`config.mk`:
```
export PLATFORM = sky130hd
export DESIGN_NAME = axi_llc_evict_issue
export DESIGN_NICKNAME = d
export VERILOG_FILES = /design/src/rtl/axi_llc_pkg.sv /design/src/rtl/axi_llc_sat_cnt.sv /design/src/rtl/axi_llc_evict_issue.sv
export SDC_FILE = /design/constraint.sdc
export NUM_CORES = 1
export LEC_CHECK = 0
export CAP_MARGIN = 20
export CELL_PAD_IN_SITES_DETAIL_PLACEMENT = 1
export CELL_PAD_IN_SITES_GLOBAL_PLACEMENT = 2
export CORE_MARGIN = 2
export CORE_UTILIZATION = 31
export DETAILED_ROUTE_END_ITERATION = 8
export HOLD_SLACK_MARGIN = 0.08
export PLACE_DENSITY = 0.95
export SETUP_SLACK_MARGIN = 0.2
export SYNTH_ARGS = -nofsm -noshare
export SYNTH_HDL_FRONTEND = slang
export SYNTH_SLANG_ARGS = --single-unit
```
`constraint.sdc`:
```
create_clock -name clk_i -period 9.4 [get_ports clk_i]
set_clock_uncertainty 0.05 [all_clocks]
set_input_delay 0.94 -clock clk_i [delete_from_list [all_inputs] [get_ports clk_i]]
set_output_delay 0.94 -clock clk_i [all_outputs]
set_load 0.1 [all_outputs]
```
`src/rtl/axi_llc_pkg.sv`:
```
// Shared types for the LLC eviction issue path: the default-width miss
// descriptor and the issue-stage FSM encoding.
package axi_llc_pkg;

  localparam int unsigned DefSetAssociativity = 8;
  localparam int unsigned DefIndexLength      = 8;
  localparam int unsigned DefTagLength        = 20;

  typedef logic [DefSetAssociativity-1:0] way_ind_t;

  typedef struct packed {
    way_ind_t                  way;
    logic                      evict;
    logic [DefIndexLength-1:0] index;
    logic [DefTagLength-1:0]   old_tag;
    logic [DefTagLength-1:0]   new_tag;
  } evict_desc_t;

  typedef enum logic [1:0] {
    IDLE = 2'd0,
    WB   = 2'd1,
    RF   = 2'd2
  } evict_issue_state_e;

endpackage

```
`src/rtl/axi_llc_sat_cnt.sv`:
```
// Saturating up-counter: sticks at all-ones, clear wins over increment.
module axi_llc_sat_cnt #(
  parameter int unsigned Width = 16
) (
  input  logic             clk_i,
  input  logic             rst_i,
  input  logic             inc_i,
  input  logic             clr_i,
  output logic [Width-1:0] q_o
);

  localparam logic [Width-1:0] One = Width'(1);

  logic [Width-1:0] cnt_q, cnt_d;

  // Next count: clear, saturating increment, or hold.
  always_comb begin
    cnt_d = cnt_q;
    if (clr_i) begin
      cnt_d = '0;
    end else if (inc_i && (cnt_q != '1)) begin
      cnt_d = cnt_q + One;
    end
  end

  // Count register.
  always_ff @(posedge clk_i) begin
    if (rst_i) begin
      cnt_q <= '0;
    end else begin
      cnt_q <= cnt_d;
    end
  end

  assign q_o = cnt_q;

endmodule

```
`src/rtl/axi_llc_evict_issue.sv`:
```
// Issues one captured miss decision at a time: dirty victims send a
// write-back descriptor first and only then the refill descriptor, so a line
// is never refilled before its dirty data has left. Clean victims refill only.
module axi_llc_evict_issue
  import axi_llc_pkg::*;
#(
  parameter int unsigned SetAssociativity = 8,
  parameter int unsigned IndexLength      = 8,
  parameter int unsigned TagLength        = 20,
  parameter int unsigned CntWidth         = 16
) (
  input  logic                        clk_i,
  input  logic                        rst_i,
  input  logic                        miss_valid_i,
  output logic                        miss_ready_o,
  input  logic [SetAssociativity-1:0] way_ind_i,
  input  logic                        evict_i,
  input  logic [IndexLength-1:0]      index_i,
  input  logic [TagLength-1:0]        old_tag_i,
  input  logic [TagLength-1:0]        new_tag_i,
  output logic                        wb_valid_o,
  input  logic                        wb_ready_i,
  output logic [TagLength-1:0]        wb_tag_o,
  output logic [IndexLength-1:0]      wb_index_o,
  output logic [SetAssociativity-1:0] wb_way_o,
  output logic                        rf_valid_o,
  input  logic                        rf_ready_i,
  output logic [TagLength-1:0]        rf_tag_o,
  output logic [IndexLength-1:0]      rf_index_o,
  output logic [SetAssociativity-1:0] rf_way_o,
  output logic                        busy_o,
  output logic [CntWidth-1:0]         evict_cnt_o,
  output logic                        err_o
);

  typedef struct packed {
    logic [SetAssociativity-1:0] way;
    logic                        evict;
    logic [IndexLength-1:0]      index;
    logic [TagLength-1:0]        old_tag;
    logic [TagLength-1:0]        new_tag;
  } desc_t;

  evict_issue_state_e          state_q, state_d;
  // Holds the dirty-miss descriptor; loaded only for dirty victims so the
  // write-back bus keeps its last value across clean misses.
  desc_t                       desc_q, desc_d;
  logic [TagLength-1:0]        rf_tag_q, rf_tag_d;
  logic [IndexLength-1:0]      rf_index_q, rf_index_d;
  logic [SetAssociativity-1:0] rf_way_q, rf_way_d;
  logic                        err_q, err_d;

  logic accept, way_ok, wb_fire;

  assign accept  = miss_valid_i && (state_q == IDLE);
  assign way_ok  = $onehot(way_ind_i);
  assign wb_fire = (state_q == WB) && wb_ready_i;

  // FSM and descriptor next-state; refill bus loads on entry to RF only.
  always_comb begin
    state_d    = state_q;
    desc_d     = desc_q;
    rf_tag_d   = rf_tag_q;
    rf_index_d = rf_index_q;
    rf_way_d   = rf_way_q;
    err_d      = err_q;
    unique case (state_q)
      IDLE: begin
        if (accept) begin
          if (!way_ok) begin
            err_d = 1'b1;
          end else if (evict_i) begin
            desc_d.way     = way_ind_i;
            desc_d.evict   = evict_i;
            desc_d.index   = index_i;
            desc_d.old_tag = old_tag_i;
            desc_d.new_tag = new_tag_i;
            state_d        = WB;
          end else begin
            rf_tag_d   = new_tag_i;
            rf_index_d = index_i;
            rf_way_d   = way_ind_i;
            state_d    = RF;
          end
        end
      end
      WB: begin
        if (wb_ready_i) begin
          rf_tag_d   = desc_q.new_tag;
          rf_index_d = desc_q.index;
          rf_way_d   = desc_q.way;
          state_d    = RF;
        end
      end
      RF: begin
        if (rf_ready_i) begin
          state_d = IDLE;
        end
      end
      default: state_d = IDLE;
    endcase
  end

  // State, descriptor and sticky error registers; reset clears all of them.
  always_ff @(posedge clk_i) begin
    if (rst_i) begin
      state_q    <= IDLE;
      desc_q     <= '0;
      rf_tag_q   <= '0;
      rf_index_q <= '0;
      rf_way_q   <= '0;
      err_q      <= 1'b0;
    end else begin
      state_q    <= state_d;
      desc_q     <= desc_d;
      rf_tag_q   <= rf_tag_d;
      rf_index_q <= rf_index_d;
      rf_way_q   <= rf_way_d;
      err_q      <= err_d;
    end
  end

  // Count completed write-backs; the stored evict flag qualifies the count.
  axi_llc_sat_cnt #(
    .Width (CntWidth)
  ) u_evict_cnt (
    .clk_i (clk_i),
    .rst_i (rst_i),
    .inc_i (wb_fire && desc_q.evict),
    .clr_i (1'b0),
    .q_o   (evict_cnt_o)
  );

  assign miss_ready_o = (state_q == IDLE);
  assign busy_o       = (state_q != IDLE);
  assign wb_valid_o   = (state_q == WB);
  assign rf_valid_o   = (state_q == RF);
  assign wb_tag_o     = desc_q.old_tag;
  assign wb_index_o   = desc_q.index;
  assign wb_way_o     = desc_q.way;
  assign rf_tag_o     = rf_tag_q;
  assign rf_index_o   = rf_index_q;
  assign rf_way_o     = rf_way_q;
  assign err_o        = err_q;

  a_wb_onehot: assert property (@(posedge clk_i) disable iff (rst_i)
    wb_valid_o |-> $onehot(wb_way_o));
  a_rf_onehot: assert property (@(posedge clk_i) disable iff (rst_i)
    rf_valid_o |-> $onehot(rf_way_o));
  a_exclusive: assert property (@(posedge clk_i) disable iff (rst_i)
    !(wb_valid_o && rf_valid_o));
  a_wb_stable: assert property (@(posedge clk_i) disable iff (rst_i)
    (wb_valid_o && !wb_ready_i) |=>
      (wb_valid_o && $stable({wb_tag_o, wb_index_o, wb_way_o})));
  a_rf_stable: assert property (@(posedge clk_i) disable iff (rst_i)
    (rf_valid_o && !rf_ready_i) |=>
      (rf_valid_o && $stable({rf_tag_o, rf_index_o, rf_way_o})));

endmodule
```
==> run metrics <==
vias in the first global route=between 5000 and 6000; clock buffer depth=2; Setup TNS=0 ns; cell count after placement=just over 900; RSZ-0062 raised after global routing=false; post-CTS setup buffer count=0; Seq pwr share=between 30% and 40%; first-pass GRT wire length=between 20 and 30 mm; Final HPWL DP=11.2 mm; crit path launch type=input pin; most common cell in the synthesized netlist=dfxtp_1; CP Max Fanout=37; global route overflow=0; Post-synth EDFFs=0; core area=0.0178 mm²; ANT nets after route=0; PortBufs=154; power share of the combinational group=35.8%; fmax=0.171 GHz; Detailed Route WL=17.0 mm; die width=139 µm; clock-pin slew on the worst setup and hold paths=roughly 0.070 ns; CP required=~9.5 ns; clock sinks=112; drt drc=0; sw frac=40.6%; Peak VDD IR=about 0.00011 V; DR WL/cell=18.0 µm; kind of critical path=input pin to flip-flop; clock power share=28.5%; hold buffer count at CTS=0; CP most frequent cell=fa_1; CTS tree=yes; slowest cell on the critical path=and2_2; Fin. Hold Viols=0; delay-heaviest family, CP=adder cells; Worst Max-Slew Pin Slew=1.06 ns; Setup crit end kind=flip-flop; post-synth top area cell=dfxtp_1; Synth top area share=between 30% and 40%; Tot GR Track Use=between 10% and 20%; Max-Cap Viols=0; CP max stage delay=0.99 ns; status=finished clean; DRT Pass-1 Iters=4; crit path DAT=around 6.0 ns; # H-tree levels=3; average size of a mapped cell=8.87 µm²; Commonest cells post-synth=dfxtp_1, a21oi_1, nand3_1; Die H=139 µm; Core Rows=49; Lkg Pwr=about 2.4 nW; # setup viols final=0; Final Cell Area=0.00729 mm²; Synth warnings=0; Int Power=0.887 mW; cell area after synthesis=0.00561 mm²; #FFs+latches synth=112; routability-driven placement congestion ratio=0.759; post-route insts no fill=~950; Netlist cell types=46; Post-Syn Nets=703; CP Cell Sequence=clkdlybuf4s50_1 -> inv_1 -> fa_1 -> fa_1 -> fa_1 -> inv_1 -> ha_1 -> inv_1 -> fa_1 -> and4b_1 -> a22oi_4 -> and2_2 -> a211oi_1; Synth Instances=between 600 and 700; Worst Path Buf+Inv=4; NetSw=around 0.61 mW; post-CTS sizing=0; number of fill cells in the layout=2079; ant diodes=0; initial antenna violation count=0; largest net degree at the start of global routing=64; Area growth syn-to-layout=29.8%; Post-synth top flop=dfxtp_1; IO Pins=155; Cell Pwr Density=205 mW/mm²; worst-skew pair later-pin latency=between 0.3 and 0.4 ns; fraction of layout cells with a size suffix above 1=12.9%; Initial Util=between 30% and 40%; Iteration-0 DRC Markers=205; ranking of synthesized cells by area=dfxtp_1, a21oi_1, a211oi_2, mux2_2, nand3_1; Async S/R FF share, synth=0%; Via density=5.27; hold crit path type=flip-flop to flip-flop; sequential-to-total area share from yosys stat=39.9%; die area=0.0192 mm²; CTS Buf Count=9; Placed Area=0.00697 mm²; max-slew violation count=0; vias=between 4000 and 5000; nets@finish=784; post-layout min period=5.86 ns; Slew HR=between 20 and 30%; CTS root buf=clkbuf_16; fin crit share=62.3%
## placed cells by master (no fill, tap or decap), types with 3 or more instances in the layout
cell	count
clkinv_2	3
or4_1	6
o21ai_0	58
o21ai_1	4
o31ai_1	6
mux2_1	8
clkbuf_16	9
dfxtp_1	112
mux2_2	28
buf_4	5
ha_1	4
a211oi_2	30
nor2_1	6
nand4_1	4
or3_1	8
nand2_1	5
a211oi_1	7
a21oi_1	108
clkdlybuf4s50_1	153
fa_1	4
inv_1	53
nand3_1	61
## final timing paths
| check | cells after the start | to | slack (ns) | startpoint |
|---|---|---|---|---|
| max reg2reg | 5 | rf_index_o[7] | 5.64 | state_q[1] |
| min | 2 | rf_tag_o[19] | 0.41 | rf_tag_o[19] |
| min reg2reg | 2 | rf_tag_o[19] | 0.41 | rf_tag_o[19] |
| max | 13 | rf_index_o[7] | 3.54 | way_ind_i[0] |
## worst reg2reg max path, delay by kind of cell, from the launching register on
| family | cells | cell delay [ns] |
|---|---|---|
| AO/OA/AOI/OAI | 2 | 1.09 |
| flip-flops | 1 | 0.46 |
| AND/OR/NAND/NOR | 2 | 1.87 |
| buffers and inverters | 1 | 0.14 |
## kinds of logic after synthesis
family | after synthesis | synth area share [%]
AO/OA/AOI/OAI | 219 | 25.0
XOR/XNOR | 1 | 0.156
multiplexers | 37 | 7.40
AND/OR/NAND/NOR | 114 | 12.2
flip-flops | 112 | 39.9
buffers and inverters | 142 | 13.0
adder cells (fa/ha/maj) | 8 | 2.32
## metrics by stage
step           hold slack [ns]  util [%]  power (mW)  setup slack, ns
3_5_place_dp             0.402      39.0        1.08             3.05
3_3_place_gp             0.390      39.0        1.07             3.20
4_1_cts                  0.416      40.9        1.51             3.43
6_report                 0.413      40.9        1.49             3.54
5_1_grt                  0.434      40.9        1.56             3.19
2_1_floorplan            0.380         -       0.947             5.13
## final cells by class
| cell class | instances | area, µm² | share of cell area [%] |
|---|---|---|---|
| flip-flops and latches | 112 | 2240 | 30.8 |
| repair buffers | 158 | 1570 | 21.5 |
| well taps | 229 | 287 | 3.93 |
| multi-input cells | 379 | 2670 | 36.6 |
| clock inverters | 6 | 82.6 | 1.13 |
| inverters | 54 | 203 | 2.78 |
| clock buffers | 10 | 239 | 3.28 |
## flip-flops by register name, summed over array words and instances (netlist names), 8 cells and up
signal,cells
desc_q,21
wb_tag_o,20
rf_tag_o,20
rf_index_o,8
wb_way_o,8
u_evict_cnt.q_o,16
rf_way_o,8
wb_index_o,8
## layer usage
| layer | vias to the layer above | global-route usage [%] | wire length, µm |
|---|---|---|---|
| met1 | 2478 | 23.6 | 8020 |
| met3 | 18 | 2.69 | 782 |
| met2 | 125 | 29.2 | 7950 |
| met5 | - | 0 | 0 |
| met4 | 0 | 5.75 | 283 |
| li1 | 2372 | - | - |
## power by group through the flow
| stage | logic (mW) | clock network (mW) | registers (mW) |
|---|---|---|---|
| finish | 0.534 | 0.426 | 0.533 |
| global route | 0.563 | 0.455 | 0.538 |
| CTS | 0.539 | 0.435 | 0.533 |
| detailed placement | 0.536 | 0 | 0.544 |
| global placement | 0.531 | 0 | 0.543 |
| floorplan | 0.258 | 0 | 0.689 |
Note: power is estimated with default switching activity, not from simulation.
